**config.mk**
```make
export PLATFORM = sky130hd
export DESIGN_NAME = usb3_buf_in_streamer_flat
export DESIGN_NICKNAME = d
export VERILOG_FILES = /design/src/rtl/usb3_buf_pkg.sv /design/src/rtl/usb3_buf_in_streamer_if.sv /design/src/rtl/usb3_idle_timer.sv /design/src/rtl/usb3_buf_in_streamer.sv /design/src/flat_wrapper.sv
export SDC_FILE = /design/constraint.sdc
export NUM_CORES = 1
export LEC_CHECK = 0
export CAP_MARGIN = 0
export CORE_MARGIN = 3
export CORE_UTILIZATION = 49
export CTS_BUF_LIST = sky130_fd_sc_hd__clkbuf_16
export DETAILED_ROUTE_END_ITERATION = 16
export GPL_TIMING_DRIVEN = 0
export HOLD_SLACK_MARGIN = 0.02
export PLACE_DENSITY_LB_ADDON = 0.25
export SKIP_LAST_GASP = 1
export SYNTH_ARGS = -nofsm -noshare
export SYNTH_HDL_FRONTEND = slang
export SYNTH_HIERARCHICAL = 1
export SYNTH_SLANG_ARGS = --single-unit
```
**constraint.sdc**
```tcl
create_clock -name ext_clk -period 2.7 [get_ports ext_clk]
set_input_delay 0.405 -clock ext_clk [delete_from_list [all_inputs] [get_ports ext_clk]]
set_output_delay 0.405 -clock ext_clk [all_outputs]
set_load 0.05 [all_outputs]
```
**src/rtl/usb3_buf_pkg.sv**
```systemverilog
// Shared types and length arithmetic for the USB3 endpoint IN buffer streamer.
package usb3_buf_pkg;

  typedef enum logic [1:0] {
    IDLE,
    FILL,
    COMMIT,
    WAIT_FREE
  } buf_in_state_t;

  localparam int unsigned BYTES_PER_WORD = 4;

  function automatic int unsigned calc_len(input int unsigned words, input int unsigned tail_bytes);
    return words * BYTES_PER_WORD + tail_bytes;
  endfunction

endpackage

```
**src/rtl/usb3_buf_in_streamer_if.sv**
```systemverilog
// Endpoint IN buffer bus between the streamer (master) and the USB3 core (slave).
interface usb3_buf_in_streamer_if #(
  parameter int unsigned ADDR_WIDTH = 9,
  parameter int unsigned LEN_WIDTH  = 11
);
  logic                  buf_in_ready;
  logic [ADDR_WIDTH-1:0] buf_in_addr;
  logic [31:0]           buf_in_data;
  logic                  buf_in_wren;
  logic                  buf_in_commit;
  logic [LEN_WIDTH-1:0]  buf_in_commit_len;
  logic                  buf_in_commit_ack;

  modport master (
    input  buf_in_ready, buf_in_commit_ack,
    output buf_in_addr, buf_in_data, buf_in_wren, buf_in_commit, buf_in_commit_len
  );

  modport slave (
    output buf_in_ready, buf_in_commit_ack,
    input  buf_in_addr, buf_in_data, buf_in_wren, buf_in_commit, buf_in_commit_len
  );
endinterface

```
**src/rtl/usb3_idle_timer.sv**
```systemverilog
// Idle down-counter: reloads on clear, counts enabled cycles, pulses expire on the last one.
module usb3_idle_timer #(
  parameter int unsigned TIMEOUT_CYCLES = 4096
) (
  input  logic clk,
  input  logic reset,
  input  logic clear,
  input  logic en,
  output logic expire
);
  localparam int unsigned CW = (TIMEOUT_CYCLES < 2) ? 1 : $clog2(TIMEOUT_CYCLES + 1);
  localparam logic [CW-1:0] LOAD = CW'(TIMEOUT_CYCLES);
  localparam logic [CW-1:0] ONE  = CW'(1);

  logic [CW-1:0] cnt;

  always_ff @(posedge clk) begin
    if (reset || clear) begin
      cnt <= LOAD;
    end else if (en && cnt != '0) begin
      cnt <= cnt - ONE;
    end
  end

  // A zero timeout leaves the counter parked at 0, so expire can never assert.
  assign expire = (TIMEOUT_CYCLES != 0) && en && (cnt == ONE);
endmodule

```
**src/rtl/usb3_buf_in_streamer.sv**
```systemverilog
// Writes a 32-bit valid/ready stream into the USB3 endpoint IN buffer and commits packets.
module usb3_buf_in_streamer
  import usb3_buf_pkg::*;
#(
  parameter int unsigned ADDR_WIDTH     = 9,
  parameter int unsigned MAX_PKT_WORDS  = 256,
  parameter int unsigned LEN_WIDTH      = 11,
  parameter int unsigned TIMEOUT_CYCLES = 4096
) (
  input  logic        ext_clk,
  input  logic        reset,
  input  logic [31:0] s_data,
  input  logic        s_valid,
  input  logic        s_last,
  input  logic [2:0]  s_last_bytes,
  output logic        s_ready,
  usb3_buf_in_streamer_if.master buf_in,
  output logic [15:0] pkt_count,
  output logic        busy
);
  if (MAX_PKT_WORDS * BYTES_PER_WORD >= 2 ** LEN_WIDTH) begin : g_len_chk
    $error("MAX_PKT_WORDS*4 does not fit in LEN_WIDTH bits");
  end
  if (MAX_PKT_WORDS == 0 || MAX_PKT_WORDS > 2 ** ADDR_WIDTH) begin : g_addr_chk
    $error("MAX_PKT_WORDS must be in 1..2**ADDR_WIDTH");
  end

  localparam logic [ADDR_WIDTH:0]  MAX_W    = (ADDR_WIDTH + 1)'(MAX_PKT_WORDS);
  localparam logic [LEN_WIDTH-1:0] FULL_LEN = LEN_WIDTH'(MAX_PKT_WORDS * BYTES_PER_WORD);

  buf_in_state_t         state;
  logic [ADDR_WIDTH-1:0] wcnt;
  logic [ADDR_WIDTH:0]   wnext;
  logic                  wf_wait;
  logic                  accept;
  logic                  tmr_clear;
  logic                  tmr_en;
  logic                  tmr_expire;

  assign s_ready   = (state == FILL);
  assign busy      = (state != IDLE);
  assign accept    = s_valid && s_ready;
  assign wnext     = {1'b0, wcnt} + 1'b1;
  assign tmr_clear = (state != FILL) || accept;
  // Timer only runs on idle cycles with data pending, so an accepted word always beats expiry.
  assign tmr_en    = (state == FILL) && (wcnt != '0) && !accept;

  usb3_idle_timer #(.TIMEOUT_CYCLES(TIMEOUT_CYCLES)) u_idle_timer (
    .clk    (ext_clk),
    .reset  (reset),
    .clear  (tmr_clear),
    .en     (tmr_en),
    .expire (tmr_expire)
  );

  always_ff @(posedge ext_clk) begin
    if (reset) begin
      state                    <= IDLE;
      wcnt                     <= '0;
      wf_wait                  <= 1'b0;
      buf_in.buf_in_addr       <= '0;
      buf_in.buf_in_data       <= '0;
      buf_in.buf_in_wren       <= 1'b0;
      buf_in.buf_in_commit     <= 1'b0;
      buf_in.buf_in_commit_len <= '0;
      pkt_count                <= '0;
    end else begin
      buf_in.buf_in_wren <= 1'b0;
      unique case (state)
        IDLE: begin
          if (buf_in.buf_in_ready) begin
            state <= FILL;
            wcnt  <= '0;
          end
        end
        FILL: begin
          if (accept) begin
            buf_in.buf_in_wren <= 1'b1;
            buf_in.buf_in_addr <= wcnt;
            buf_in.buf_in_data <= s_data;
            wcnt               <= wnext[ADDR_WIDTH-1:0];
            if (s_last) begin
              buf_in.buf_in_commit_len <= LEN_WIDTH'(calc_len(32'(wcnt), 32'(s_last_bytes)));
              state                    <= COMMIT;
            end else if (wnext == MAX_W) begin
              buf_in.buf_in_commit_len <= FULL_LEN;
              state                    <= COMMIT;
            end
          end else if (tmr_expire) begin
            // No write is in flight on a timeout, so the commit can rise straight away.
            buf_in.buf_in_commit_len <= LEN_WIDTH'(calc_len(32'(wcnt), 0));
            buf_in.buf_in_commit     <= 1'b1;
            state                    <= COMMIT;
          end
        end
        COMMIT: begin
          if (buf_in.buf_in_commit && buf_in.buf_in_commit_ack) begin
            buf_in.buf_in_commit <= 1'b0;
            pkt_count            <= pkt_count + 16'd1;
            wf_wait              <= 1'b0;
            state                <= WAIT_FREE;
          end else begin
            buf_in.buf_in_commit <= 1'b1;
          end
        end
        WAIT_FREE: begin
          if (!buf_in.buf_in_ready || wf_wait) begin
            state <= IDLE;
          end else begin
            wf_wait <= 1'b1;
          end
        end
        default: state <= IDLE;
      endcase
    end
  end
endmodule

```
**src/flat_wrapper.sv**
```systemverilog
// flat-port wrapper written by rule: the top's interface ports become plain ports
module usb3_buf_in_streamer_flat import usb3_buf_pkg::*;
#(
  parameter int unsigned ADDR_WIDTH     = 9,
  parameter int unsigned MAX_PKT_WORDS  = 256,
  parameter int unsigned LEN_WIDTH      = 11,
  parameter int unsigned TIMEOUT_CYCLES = 4096
)
  (ext_clk, reset, s_data, s_valid, s_last, s_last_bytes, s_ready, pkt_count, busy, buf_in_buf_in_ready, buf_in_buf_in_commit_ack, buf_in_buf_in_addr, buf_in_buf_in_data, buf_in_buf_in_wren, buf_in_buf_in_commit, buf_in_buf_in_commit_len);
  usb3_buf_in_streamer_if #(.ADDR_WIDTH(ADDR_WIDTH), .LEN_WIDTH(LEN_WIDTH)) buf_in_i ();
  input  logic ext_clk;
  input  logic reset;
  input  logic [31:0] s_data;
  input  logic s_valid;
  input  logic s_last;
  input  logic [2:0] s_last_bytes;
  output logic s_ready;
  output logic [15:0] pkt_count;
  output logic busy;
  input wire logic [$bits(buf_in_i.buf_in_ready)-1:0] buf_in_buf_in_ready;
  input wire logic [$bits(buf_in_i.buf_in_commit_ack)-1:0] buf_in_buf_in_commit_ack;
  output wire logic [$bits(buf_in_i.buf_in_addr)-1:0] buf_in_buf_in_addr;
  output wire logic [$bits(buf_in_i.buf_in_data)-1:0] buf_in_buf_in_data;
  output wire logic [$bits(buf_in_i.buf_in_wren)-1:0] buf_in_buf_in_wren;
  output wire logic [$bits(buf_in_i.buf_in_commit)-1:0] buf_in_buf_in_commit;
  output wire logic [$bits(buf_in_i.buf_in_commit_len)-1:0] buf_in_buf_in_commit_len;
  assign buf_in_i.buf_in_ready = buf_in_buf_in_ready;
  assign buf_in_i.buf_in_commit_ack = buf_in_buf_in_commit_ack;
  assign buf_in_buf_in_addr = buf_in_i.buf_in_addr;
  assign buf_in_buf_in_data = buf_in_i.buf_in_data;
  assign buf_in_buf_in_wren = buf_in_i.buf_in_wren;
  assign buf_in_buf_in_commit = buf_in_i.buf_in_commit;
  assign buf_in_buf_in_commit_len = buf_in_i.buf_in_commit_len;
  usb3_buf_in_streamer #(.ADDR_WIDTH(ADDR_WIDTH), .MAX_PKT_WORDS(MAX_PKT_WORDS), .LEN_WIDTH(LEN_WIDTH), .TIMEOUT_CYCLES(TIMEOUT_CYCLES)) u_core (.ext_clk(ext_clk), .reset(reset), .s_data(s_data), .s_valid(s_valid), .s_last(s_last), .s_last_bytes(s_last_bytes), .s_ready(s_ready), .buf_in(buf_in_i), .pkt_count(pkt_count), .busy(busy));
endmodule
```
Word-level counts from Yosys, hierarchy flattened --
Index checks and enable logic that the tools add are counted.
Cells by class: eq/ne operators 16, bitwise logic cells 1, shift operators 0, magnitude comparators 0, div/mod/pow operators 0, add/subtract/negate cells 4, multiplexer cells 23, $mul 0, reductions and logical operators 27
Operators with widths (number):
- $mux 11 | 4
- $mux 9 | 2
- $pmux 9 s2 | 1
- $add 16x1->16 const B | 1
- $mux 2 | 7
- $eq 13x1->1 const B | 1
- $reduce_bool 13->1 | 1
- $sub 13x1->13 const B | 1
- $reduce_and 3->1 | 4
- $add 11x3->11 | 1
- $add 9x1->10 const B | 1
- $eq 10x9->1 const B | 1
- $ne 2x2->1 const B | 5
- $reduce_bool 2->1 | 5
- $reduce_bool 9->1 | 1
- $pmux 2 s4 | 1
- $logic_and 1x1->1 | 6
- $mux 1 | 6
- $ne 2x1->1 const B | 3
- $ne 3x3->1 const B | 2
- $reduce_and 5->1 | 1
- $eq 2x2->1 const B | 2
- $ne 4x4->1 const B | 1
- $pmux 1 s2 | 2
- other kinds (7) | 11
Word-level totals: flip-flop bits (word level) 95, memory bits (read-only) 0, latch bits 0, RAM bits 0, memories 0, input port bits 41, output and inout bits 72

Depth between registers and ports, before layout --
Gate-level depths: netlist of run 1.
word-level depth 8, gate-level depth with buffers 12, mapped depth without buffers 12

By module --
Netlist of run 1, hierarchy kept.
Modules (own cells, without submodules):
- usb3_buf_in_streamer | instances 1, area each 3613.5 um^2, seq. area each 1641.6 um^2, cells an instance 454
- usb3_idle_timer | instances 1, area each 708.2 um^2, seq. area each 260.2 um^2, cells an instance 86

Worst setup path before layout of run 1 --
No wires, ideal clock.
path kind flip-flop to flip-flop, start point register u_core.state[1], end point register u_core.u_idle_timer.cnt[9], data required time 2.630 ns, data arrival time 2.724 ns, clock period less this slack 2.794 ns, library setup time 0.070 ns, slack -0.094 ns, stages on the path, launching flop included 9, cells stage by stage dfxtp_1 inv_1 ha_1 nand2b_1 a41oi_1 nor3b_1 and3_1 or4b_1 a21oi_1
RTL lines:
- start: declaration | line usb3_buf_in_streamer.sv:31 | buf_in_state_t state;
- start signal: assignment | line usb3_buf_in_streamer.sv:58 | state <= IDLE;
- start signal: assignment | line usb3_buf_in_streamer.sv:72 | state <= FILL;
- start signal: assignment | line usb3_buf_in_streamer.sv:84 | state <= COMMIT;
- $eq 2x1->1 | line usb3_buf_in_streamer.sv:40 | assign s_ready = (state == FILL);
- via s_ready | line flat_wrapper.sv:17 | output logic s_ready;
- $logic_and 1x1->1 | line usb3_buf_in_streamer.sv:42 | assign accept = s_valid && s_ready;
- $logic_or 1x1->1 | line usb3_buf_in_streamer.sv:44 | assign tmr_clear = (state != FILL) || accept;
- via u_core.tmr_clear | line usb3_buf_in_streamer.sv:36 | logic tmr_clear;
- $logic_or 1x1->1 | line usb3_idle_timer.sv:18 | if (reset || clear) begin
- end signal: assignment | line usb3_idle_timer.sv:21 | cnt <= cnt - ONE;
- end: declaration | line usb3_idle_timer.sv:15 | logic [CW-1:0] cnt;
The timed path passes the listed nets, and every way through them passes these cells. A chain may end at the register's enable or synchronous reset.

Final worst setup path of run 1 --
start point register u_core.state[1], end point register u_core.buf_in.buf_in_commit_len[6]
Between the ends: longest elaborated chain between the ends 7
RTL lines:
- $eq 2x1->1 * | line usb3_buf_in_streamer.sv:40, usb3_buf_in_streamer.sv:46
- $logic_and 1x1->1 | line usb3_buf_in_streamer.sv:42
- $logic_not 1->1 | line usb3_buf_in_streamer.sv:46 | assign tmr_en = (state == FILL) && (wcnt != '0) && !accept;
- $logic_and 1x1->1 * | line usb3_buf_in_streamer.sv:46
- via u_core.tmr_en | line usb3_buf_in_streamer.sv:37 | logic tmr_en;
- $logic_and 1x1->1 * | line usb3_idle_timer.sv:26 | assign expire = (TIMEOUT_CYCLES != 0) && en && (cnt == ONE);
- via u_core.tmr_expire | line usb3_buf_in_streamer.sv:38 | logic tmr_expire;
- $reduce_bool 2->1 (no line) *
- $reduce_and 3->1 (no line) *
- end signal: assignment | line usb3_buf_in_streamer.sv:83 | buf_in.buf_in_commit_len <= LEN_WIDTH'(calc_len(32'(wcnt), 32'(s_last_bytes)));
- end signal: assignment | line usb3_buf_in_streamer.sv:91 | buf_in.buf_in_commit_len <= LEN_WIDTH'(calc_len(32'(wcnt), 0));
- end: declaration | line usb3_buf_in_streamer_if.sv:16 | output buf_in_addr, buf_in_data, buf_in_wren, buf_in_commit, buf_in_commit_len
The timed path passes the listed nets; every way through them passes the cells marked *.

==> results of run 1 <==
-- sequential cells by signal, indices dropped and copies added, names as in the netlist --
name,count
u_core/state,2
u_core/pkt_count,16
u_core/wcnt,9
u_core/buf_in.buf_in_data,32
u_core/buf_in.buf_in_addr,9
u_core/wf_wait,1
u_core/buf_in.buf_in_wren,1
u_core/u_idle_timer/cnt,13
u_core/buf_in.buf_in_commit,1
u_core/buf_in.buf_in_commit_len,11
-- area by class of cell --
type	count	area, µm²
tap	105	131
multi-input combinational	403	2290
inverter	13	48.8
sequential	95	1900
timing repair buffer	113	1140
fill	664	2450
clock inverter	7	65.1
buffer	29	125
clock buffer	9	225
-- cell usage after synthesis, drive strengths merged (3+ instances only) --
master  number
a311oi       4
ha          13
buf         11
xor2         9
inv         13
a21oi       65
o21ai       21
dfxtp       95
a31oi        3
nand4        8
nor4         6
or2          3
xnor2       11
clkbuf      18
o31ai        3
nand2b       6
or3          9
mux2i        9
and3         8
nor2        40
nand2      128
nand3       21
nor3         8
-- how the worst max path moves through the flow --
stage / to / slack [ns] / cells past startpoint
2_1_floorplan: u_core/u_idle_timer/cnt[9]$_SDFFE_PP0P_ / 0.12 / 8
3_3_place_gp: u_core/u_idle_timer/cnt[9]$_SDFFE_PP0P_ / -0.28 / 7
3_5_place_dp: u_core/buf_in.buf_in_commit_len[6]$_SDFFE_PP0P_ / -0.34 / 10
4_1_cts: u_core/buf_in.buf_in_commit_len[6]$_SDFFE_PP0P_ / 0.10 / 10
5_1_grt: u_core/buf_in.buf_in_commit_len[6]$_SDFFE_PP0P_ / 0.03 / 12
6_report: u_core/buf_in.buf_in_commit_len[6]$_SDFFE_PP0P_ / 0.21 / 12
-- worst max-delay path, delay by kind of cell, from the launching register on --
kind	cells	cell delay, ns
AOI/OAI and AO/OA	2	0.51
adders and majority gates	1	0.27
buffers and inverters	2	0.25
DFF	1	0.34
muxes	1	0.18
and+or+nand+nor	6	0.84
-- power groups by stage --
stage	combinational, mW	sequential (mW)	clock, mW
finish	1.14	1.55	1.23
global route	1.23	1.56	1.31
CTS	1.13	1.55	1.26
detailed placement	1.12	1.59	0
global placement	1.10	1.58	0
floorplan	0.504	1.83	0
-- per-stage QoR --
| stage | setup WS, ns | power (mW) |
|---|---|---|
| 6_report | 0.215 | 3.93 |
| 5_1_grt | 0.0337 | 4.11 |
| 4_1_cts | 0.105 | 3.95 |
| 2_1_floorplan | 0.120 | 2.33 |
| 3_3_place_gp | -0.279 | 2.68 |
| 3_5_place_dp | -0.342 | 2.71 |
-- what timing repair did --
item	in CTS	in global routing
pin swaps	0	1
gates resized for setup	1	7
setup buffers	0	1
endpoints found under the setup margin	12	14
-- logic make-up after synthesis --
kind of cell / count (synthesis)
AND/OR/NAND/NOR: 250
AO/OA/AOI/OAI: 110
flip-flops: 95
buffers and inverters: 42
XOR/XNOR: 20
adder cells (fa/ha/maj): 13
multiplexers: 10
-- metal layers --
metal	share of wire, %	global-route usage [%]
met5	0	0
met4	2.0	8.72
met3	6.2	5.14
met2	48	37.4
met1	44	28.6
==> impl_results.md, run 1 <==
- Total negative slack: 0 ns
- Period utilization: 92.0%
- Placed cells: 757
- Post-Synth Adder-Cell Area: 3.76%
- Ports: 113
- Status: finished clean
- Syn Area/Cell: 8.00 µm²
- Post-DP HPWL: 8290 µm
- Slew margin rel.: 63.3%
- Final hold vios: 0
- DR vias: 4154
- DR iter-0 viols: 207
- #FFs+latches synth: 95
- Max Fanout on Critical Path: 9
- R2r endpoint: u_core/buf_in.buf_in_commit_len[6]$_SDFFE_PP0P_
- Internal: 2.59 mW
- Syn. warnings: 6
- Mapped Area: 0.00432 mm²
- Post-Route Skew: 0.00938 ns
- DP Area: 0.00558 mm²
- Gpl congestion: 0.889
- Most frequent cells in the layout: 128 x nand2_1, 112 x clkdlybuf4s50_1, 94 x dfxtp_1, 65 x a21oi_1, 40 x nor2_1
- Comb power frac: 29.1%
- Largest area contributor in the netlist: dfxtp_1
- Design area: 0.00593 mm²
- Antenna-violating nets left: 0
- Final min period: 2.49 ns
- Reg-to-Reg Start: u_core/state[1]$_SDFFE_PP0P_
- H-tree Lvls: 3
- Post-synthesis cell type count: 51
- Sequential share of power: 39.5%
- Starting Density: 51.6%
- Largest net degree at the start of global routing: 16
- Worst path required time: 2.96 ns
- Detailed-router iteration count before antenna repair: 4
- R2R cell count: 12
- Synthesized net count: 594
- Crit end category: flop
- Largest family of logic cells by synthesized area: simple AND/OR/NAND/NOR gates
- Final setup vio count: 0
- Top cells by area, synth: dfxtp_1 44%, nand2_1 11%, a21oi_1 7.5%, ha_1 3.8%, nor2_1 3.5%
- Primary FF master, synth: dfxtp_1
- Vias per std cell: 5.37
- Clk pwr share: 31.4%
- Clk_lat worst skew: 0.33 ns
- Hold path depth: 2
- Vias in the first global route: 4056
- Initial antenna violation count: 0
- GRT Util Overall: 22.6%
- Worst Setup Path Type: reg2reg
- Crit-path cells: inv_1, ha_2, nand2b_1, a41oi_4, nand3_1, nor2_1, nand2b_1, nand2_1, nand2_1, o21ai_4, buf_12, mux2i_1
- Hold path startpoint: u_core/buf_in.buf_in_data[29]$_SDFFE_PP0P_
- CP peak stage delay: 0.36 ns
- DR DRC count: 0
- Routed WL: 11200 µm
- Max Transition Viols Final: 0
- Total gr overflow: 0
- Height of the die: 99.9 µm
- PwrDens: 663 mW/mm²
- Number of max-cap violations: 0
- Sw frac: 34.2%
- Layout cells sized above 1: 5.83%
- Sw Pwr: 1.34 mW
- Unrepaired setup endpoints after global routing: false
- Worst setup SP type: flop
- Nets@finish: 718
- CTS Root Buffer Type: clkbuf_16
- IO buf count: 112
- Post-synth ARST share: 0%
- Area Overhead vs Synth: 37.1%
- Max VDD drop: 0.000396 V
- CTS tree: done
- Final Instance Count excl. Fillers: 774
- Fmax: 402 MHz
- Wire length per cell: 14.5 µm
- Lkg Pwr: 2.05 nW
- Hold EP: u_core/buf_in.buf_in_data[29]$_SDFFE_PP0P_
- Crit path launch: u_core/state[1]$_SDFFE_PP0P_
- Hold_buf cts: 0
- Mapped Cells: 540
- TritonCTS Buffers: 9
- Row count: 33
- TritonCTS Sinks: 95
- CP arrival: 2.74 ns
- Simple-gate share of the synthesized area: 26.4%
- Mux cell area share after synthesis: 2.35%
- Min-delay worst type: reg2reg
- Tightest Pin Transition: 0.550 ns
- Final core utilization: 70.7%
- CORE AREA: 0.00838 mm²
- Global-route wire length before repair: 18600 µm
- Die width: 99.9 µm
- CTS max path bufs: 2
- Compound-cell area share of the yosys netlist: 15.5%
- Yosys top cell area share: 44.0%
- WHS: 0.457 ns
- Antenna cells: 0
- Register clock-pin slew on the reported worst setup and hold paths: 0.07 ns
- Sequential area share after synthesis: 44.0%
- DIE AREA: 0.00998 mm²
- Crit-path slowest cell: a41oi_4
- Reg2Reg Setup Slack: 0.21 ns
- Commonest non-fill, non-tap cell in the layout: nand2_1
- Post-synth EDFFs: 0
- Post-Synth XOR/XNOR Area: 4.05%
(Power assumes the default switching activity.)
==> inputs of run 2 (changes only) <==
==> constraint.sdc (replaced) <==
create_clock -name ext_clk -period 2.4 [get_ports ext_clk]
set_input_delay 0.36 -clock ext_clk [delete_from_list [all_inputs] [get_ports ext_clk]]
set_output_delay 0.36 -clock ext_clk [all_outputs]
set_load 0.05 [all_outputs]
==> run 2 against run 1 <==
  * Register-to-register slack lost 0.12 ns
  * Clock-buffer cell count is the same
  * Critical path depth shrank 5
  * Global-route usage grew 0.071 points
  * Critical endpoint is now u_core/buf_in.buf_in_commit_len[10]$_SDFFE_PP0P_
  * Critical path type unchanged
  * Worst hold slack lost 0.0038 ns
  * Clock skew shrank 0.0020 ns
==> impl_results.md, run 2 (same netlist as run 1, synthesis figures left out) <==
- Status: finished clean
- CORE AREA: 0.00838 mm²
- TritonCTS Buffers: 9
- Hold_buf cts: 0
- Layout cells sized above 1: 7.73%
- DR DRC count: 0
- Global-route wire length before repair: 18700 µm
- DR vias: 4307
- TritonCTS Sinks: 95
- CTS tree: done
- Hold path startpoint: u_core/buf_in.buf_in_commit_len[0]$_SDFFE_PP0P_
- Crit-path most repeated cell: o211a_1
- DR iter-0 viols: 230
- Max Fanout on Critical Path: 10
- Gpl congestion: 0.852
- Crit path max-delay family: compound AO/OA/AOI/OAI gates
- Row count: 33
- CTS Root Buffer Type: clkbuf_16
- CP peak stage delay: 0.46 ns
- Number of max-cap violations: 0
- Nets@finish: 722
- Final min period: 2.30 ns
- Max Transition Viols Final: 0
- Crit end category: flop
- Initial antenna violation count: 0
- Wire length per cell: 14.6 µm
- Reg2Reg Setup Slack: 0.1 ns
- Most frequent cells in the layout: 127 x nand2_1, 111 x clkdlybuf4s50_1, 93 x dfxtp_1, 65 x a21oi_1, 39 x nor2_1
- H-tree Lvls: 3
- Starting Density: 51.6%
- Hold EP: u_core/buf_in.buf_in_commit_len[0]$_SDFFE_PP0P_
- Worst path required time: 2.63 ns
- Crit-path slowest cell: dfxtp_2
- Worst setup SP type: flop
- Final hold vios: 0
- # fillers: 659
- Clk_lat worst skew: 0.34 ns
- Vias per std cell: 5.54
- Largest net degree at the start of global routing: 19
- Die width: 99.9 µm
- Slew margin rel.: 59.6%
- Routed WL: 11300 µm
- CP arrival: 2.53 ns
- Final setup vio count: 0
- PwrDens: 742 mW/mm²
- Total power: 4.45 mW
- Total gr overflow: 0
- Tightest Pin Transition: 0.606 ns
- Antenna cells: 0
- DIE AREA: 0.00998 mm²
- Reg-to-Reg Start: u_core/wcnt[1]$_SDFFE_PP0P_
- Reg area: 0.00190 mm²
- CTS max path bufs: 2
- Final core utilization: 71.5%
- Buf/Inv on CP: 0
- Hold path depth: 2
- Crit-path cells: ha_1, nand3_2, o211a_1, o211a_1, o2111ai_4, o21ai_2, o221a_1
- Top Registers: u_core/buf_in.buf_in_data x32, u_core/pkt_count x16, u_core/u_idle_timer/cnt x13
- R2r endpoint: u_core/buf_in.buf_in_commit_len[10]$_SDFFE_PP0P_
- Period utilization: 95.9%
- Area Overhead vs Synth: 38.6%
- GRT Util Overall: 22.6%
- Vias in the first global route: 4073
- Lkg Pwr: 2.09 nW
- R2R cell count: 7
- Register clock-pin slew on the reported worst setup and hold paths: 0.07 ns
- Worst Setup Path Type: reg2reg
- Height of the die: 99.9 µm
- Antenna-violating nets left: 0
- IO buf count: 112
- Min-delay worst type: reg2reg
- Max VDD drop: 0.000438 V
- Commonest non-fill, non-tap cell in the layout: nand2_1
- Post-DP HPWL: 8130 µm
- Post-Route Skew: 0.00735 ns
- Multi-input logic area: 0.00233 mm²
- Fmax: 435 MHz
- Detailed-router iteration count before antenna repair: 5
- Top reg by flops: u_core/buf_in.buf_in_data
- Max reg flops: 32
- Ports: 113
## run 2: cell type report
type | count | area share [%]
multi-input combinational | 404 | 39.0
inverter | 13 | 0.815
clock inverter | 7 | 1.13
buffer | 29 | 2.09
tap | 105 | 2.19
clock buffer | 9 | 3.76
timing repair buffer | 116 | 19.3
sequential | 95 | 31.8
## run 2: how the worst max path moves through the flow
stage | to | slack (ns) | cells after the start | start
finish | u_core/buf_in.buf_in_commit_len[10]$_SDFFE_PP0P_ | 0.1 | 7 | u_core/wcnt[1]$_SDFFE_PP0P_
global route | u_core/pkt_count[15]$_SDFFE_PP0P_ | -0.02 | 9 | u_core/state[0]$_SDFFE_PP0P_
CTS | u_core/u_idle_timer/cnt[9]$_SDFFE_PP0P_ | -0.02 | 8 | u_core/state[1]$_SDFFE_PP0P_
detailed placement | u_core/u_idle_timer/cnt[9]$_SDFFE_PP0P_ | -0.42 | 7 | s_valid
global placement | u_core/u_idle_timer/cnt[9]$_SDFFE_PP0P_ | -0.38 | 7 | s_valid
floorplan | u_core/u_idle_timer/cnt[9]$_SDFFE_PP0P_ | 0.1 | 8 | u_core/state[1]$_SDFFE_PP0P_
## run 2: per-layer routing
metal / vias up / GRT usage (%) / wire length [µm]
met5: - / 0 / 0
met4: 0 / 10.4 / 273
met3: 27 / 4.10 / 686
met2: 144 / 38.0 / 5470
met1: 2028 / 28.2 / 4900
li1: 2108 / - / -
## run 2: per-stage QoR
stage	hold slack, ns	instance area [µm²]	std cells	setup TNS, ns	setup WS, ns
global placement	0.441	5590	757	-3.74	-0.377
CTS	0.458	5930	774	-0.0225	-0.0225
global route	0.479	5990	778	-0.0228	-0.0228
finish	0.453	5990	778	0	0.0993
floorplan	0.447	4340	540	0	0.0970
detailed placement	0.447	5590	757	-4.90	-0.415
## run 2: worst register-to-register path, cell delays in order (launching register included)
cell       delay (ns)
dfxtp_2          0.46
ha_1             0.29
nand3_2          0.18
o211a_1          0.25
o211a_1          0.24
o2111ai_4        0.37
o21ai_2          0.17
o221a_1          0.25
## run 2: power by group
part | internal [mW] | switching, mW
Sequential | 1.68 | 0.0729
Clock | 0.728 | 0.661
Combinational | 0.439 | 0.866
## run 2: repair_timing
action | 4_1_cts | 5_1_grt
cloned | 1 | 0
gates resized for setup | 7 | 7
endpoints found under the setup margin | 15 | 19
pin swaps | 1 | 3
setup buffers | 0 | 4
hold endpoints to repair | 0 | 0
==> inputs of run 3 (changes only) <==
--- a/config.mk
+++ b/config.mk
@@ -18,3 +18,4 @@
 export SYNTH_HDL_FRONTEND = slang
 export SYNTH_HIERARCHICAL = 1
 export SYNTH_SLANG_ARGS = --single-unit
+export TNS_END_PERCENT = 1
==> run 3 against run 2 <==
  * Combinational power hardly changed
  * Critical path type unchanged
  * Fmax decreased by 3.9%
  * Setup slack got worse by 0.093 ns
  * Largest cell class unchanged
  * Largest power group unchanged
==> impl_results.md, run 3 (same netlist as run 1, synthesis figures left out) <==
- Largest net degree at the start of global routing: 19
- Hold_buf cts: 0
- Antenna cells: 0
- DR vias: 4335
- Area Overhead vs Synth: 38.1%
- H-tree Lvls: 3
- Clk_lat worst skew: 0.34 ns
- Gr busiest metal: met2
- Vias per std cell: 5.57
- CTS max path bufs: 2
- Crit end category: flop
- Design area: 0.00597 mm²
- Detailed-router iteration count before antenna repair: 5
- Die width: 99.9 µm
- Final hold vios: 0
- Row count: 33
- TritonCTS Sinks: 95
- # fillers: 663
- GR Util met3: 4.03%
- Most frequent cells in the layout: 128 x nand2_1, 112 x clkdlybuf4s50_1, 93 x dfxtp_1, 65 x a21oi_1, 39 x nor2_1
- Min-delay worst type: reg2reg
- Max Transition Viols Final: 0
- Height of the die: 99.9 µm
- Register clock-pin slew on the reported worst setup and hold paths: 0.07 ns
- Multi-input logic area: 0.00232 mm²
- Max VDD drop: 0.000438 V
- Slew margin rel.: 59.7%
- Final min period: 2.39 ns
- IO buf count: 112
- Post-Route Skew: 0.00643 ns
- DR DRC count: 0
- Status: finished clean
- Wire length per cell: 14.6 µm
- Unrepaired setup endpoints after global routing: true
- Max reg flops: 32
- Total negative slack: 0 ns
- CORE AREA: 0.00838 mm²
- Reg area: 0.00190 mm²
- CP arrival: 2.66 ns
- PwrDens: 744 mW/mm²
- TritonCTS Buffers: 9
- Top Registers: u_core/buf_in.buf_in_data x32, u_core/pkt_count x16, u_core/u_idle_timer/cnt x13
- Post-DP HPWL: 8130 µm
- Gpl congestion: 0.852
- Worst setup SP type: flop
- R2R cell count: 8
- Period utilization: 99.8%
- Layout cells sized above 1: 7.13%
- Initial antenna violation count: 0
- Tightest Pin Transition: 0.605 ns
- Starting Density: 51.6%
- Worst path required time: 2.67 ns
- GRT Util Overall: 22.6%
- DIE AREA: 0.00998 mm²
- Fmax: 418 MHz
- Antenna-violating nets left: 0
- DP Area: 0.00559 mm²
- Vias in the first global route: 4072
- CTS Root Buffer Type: clkbuf_16
- Met2 Usage GRT: 37.9%
- Number of max-cap violations: 0
- DR iter-0 viols: 204
- Final setup vio count: 0
- Nets@finish: 722
- M1 GR Usage: 28.3%
- Commonest non-fill, non-tap cell in the layout: nand2_1
- Ports: 113
- Global-route wire length before repair: 18600 µm
- Total gr overflow: 0
- Lkg Pwr: 2.07 nW
- Max Fanout on Critical Path: 8
- Hold path depth: 2
- WHS: 0.453 ns
- CTS tree: done
- Routed WL: 11400 µm
- Top reg by flops: u_core/buf_in.buf_in_data
- Worst Setup Path Type: reg2reg
==> run 3: cell count changes in the layout (fill, tap and decap cells not counted) <==
cell | before | now
clkdlybuf4s50_1 | 111 | 112
nand2_1 | 127 | 128
nor3b_1 | 0 | 2
nor3b_2 | 2 | 0
nand3_2 | 1 | 0
nand2_2 | 1 | 0
dlymetal6s2s_1 | 1 | 0
nand3_1 | 20 | 21
==> run 3: final cells by class <==
type | instances | area share (%)
clock buffer | 9 | 3.77
buffer | 29 | 2.10
tap | 105 | 2.20
clock inverter | 7 | 1.13
multi-input combinational | 404 | 38.8
sequential | 95 | 31.9
timing repair buffer | 116 | 19.3
inverter | 13 | 0.817
==> run 3: worst max-delay path: stages, from the launching register on <==
cell and delay [ns]:
dfxtp_1 0.35, inv_1 0.14, ha_4 0.19, nand2b_1 0.15, a41oi_4 0.29, nor3b_1 0.37
and3_1 0.25, or4b_1 0.45, a21oi_1 0.14
==> run 3: metal layers <==
layer	part of all wire, %	vias to the layer above
met2	49	166
met3	6.9	23
li1	-	2111
met1	42	2035
met4	2.0	0
met5	0	-
==> run 3: worst paths after layout <==
path,startpoint,slack [ns],to
worst min-delay path,u_core/buf_in.buf_in_commit_len[0]$_SDFFE_PP0P_,0.45,u_core/buf_in.buf_in_commit_len[0]$_SDFFE_PP0P_
worst min register to register,u_core/buf_in.buf_in_commit_len[0]$_SDFFE_PP0P_,0.45,u_core/buf_in.buf_in_commit_len[0]$_SDFFE_PP0P_
worst max register to register,u_core/state[1]$_SDFFE_PP0P_,0.006,u_core/u_idle_timer/cnt[9]$_SDFFE_PP0P_
worst max-delay path,u_core/state[1]$_SDFFE_PP0P_,0.006,u_core/u_idle_timer/cnt[9]$_SDFFE_PP0P_
==> run 3: through the flow <==
step / cells / util, % / total power [mW] / setup WS, ns
finish: 778 / 71.2 / 4.44 / 0.00587
global route: 778 / 71.2 / 4.65 / -0.104
CTS: 774 / 70.7 / 4.45 / -0.0259
detailed placement: 757 / 66.7 / 3.05 / -0.415
global placement: 757 / 66.7 / 3.02 / -0.377
floorplan: 540 / - / 2.64 / 0.0970
==> run 3: timing repair <==
item | 4_1_cts | 5_1_grt
resized for setup | 6 | 3
buffers inserted | 0 | 4
pin swaps | 1 | 2
gates cloned | 1 | 0
setup endpoints to repair | 15 | 19
hold endpoints to repair | 0 | 0
==> run 3: power by group <==
part	switching [mW]	internal, mW	total (mW)
Sequential	0.0732	1.68	1.75
Combinational	0.863	0.439	1.30
Clock	0.657	0.728	1.39
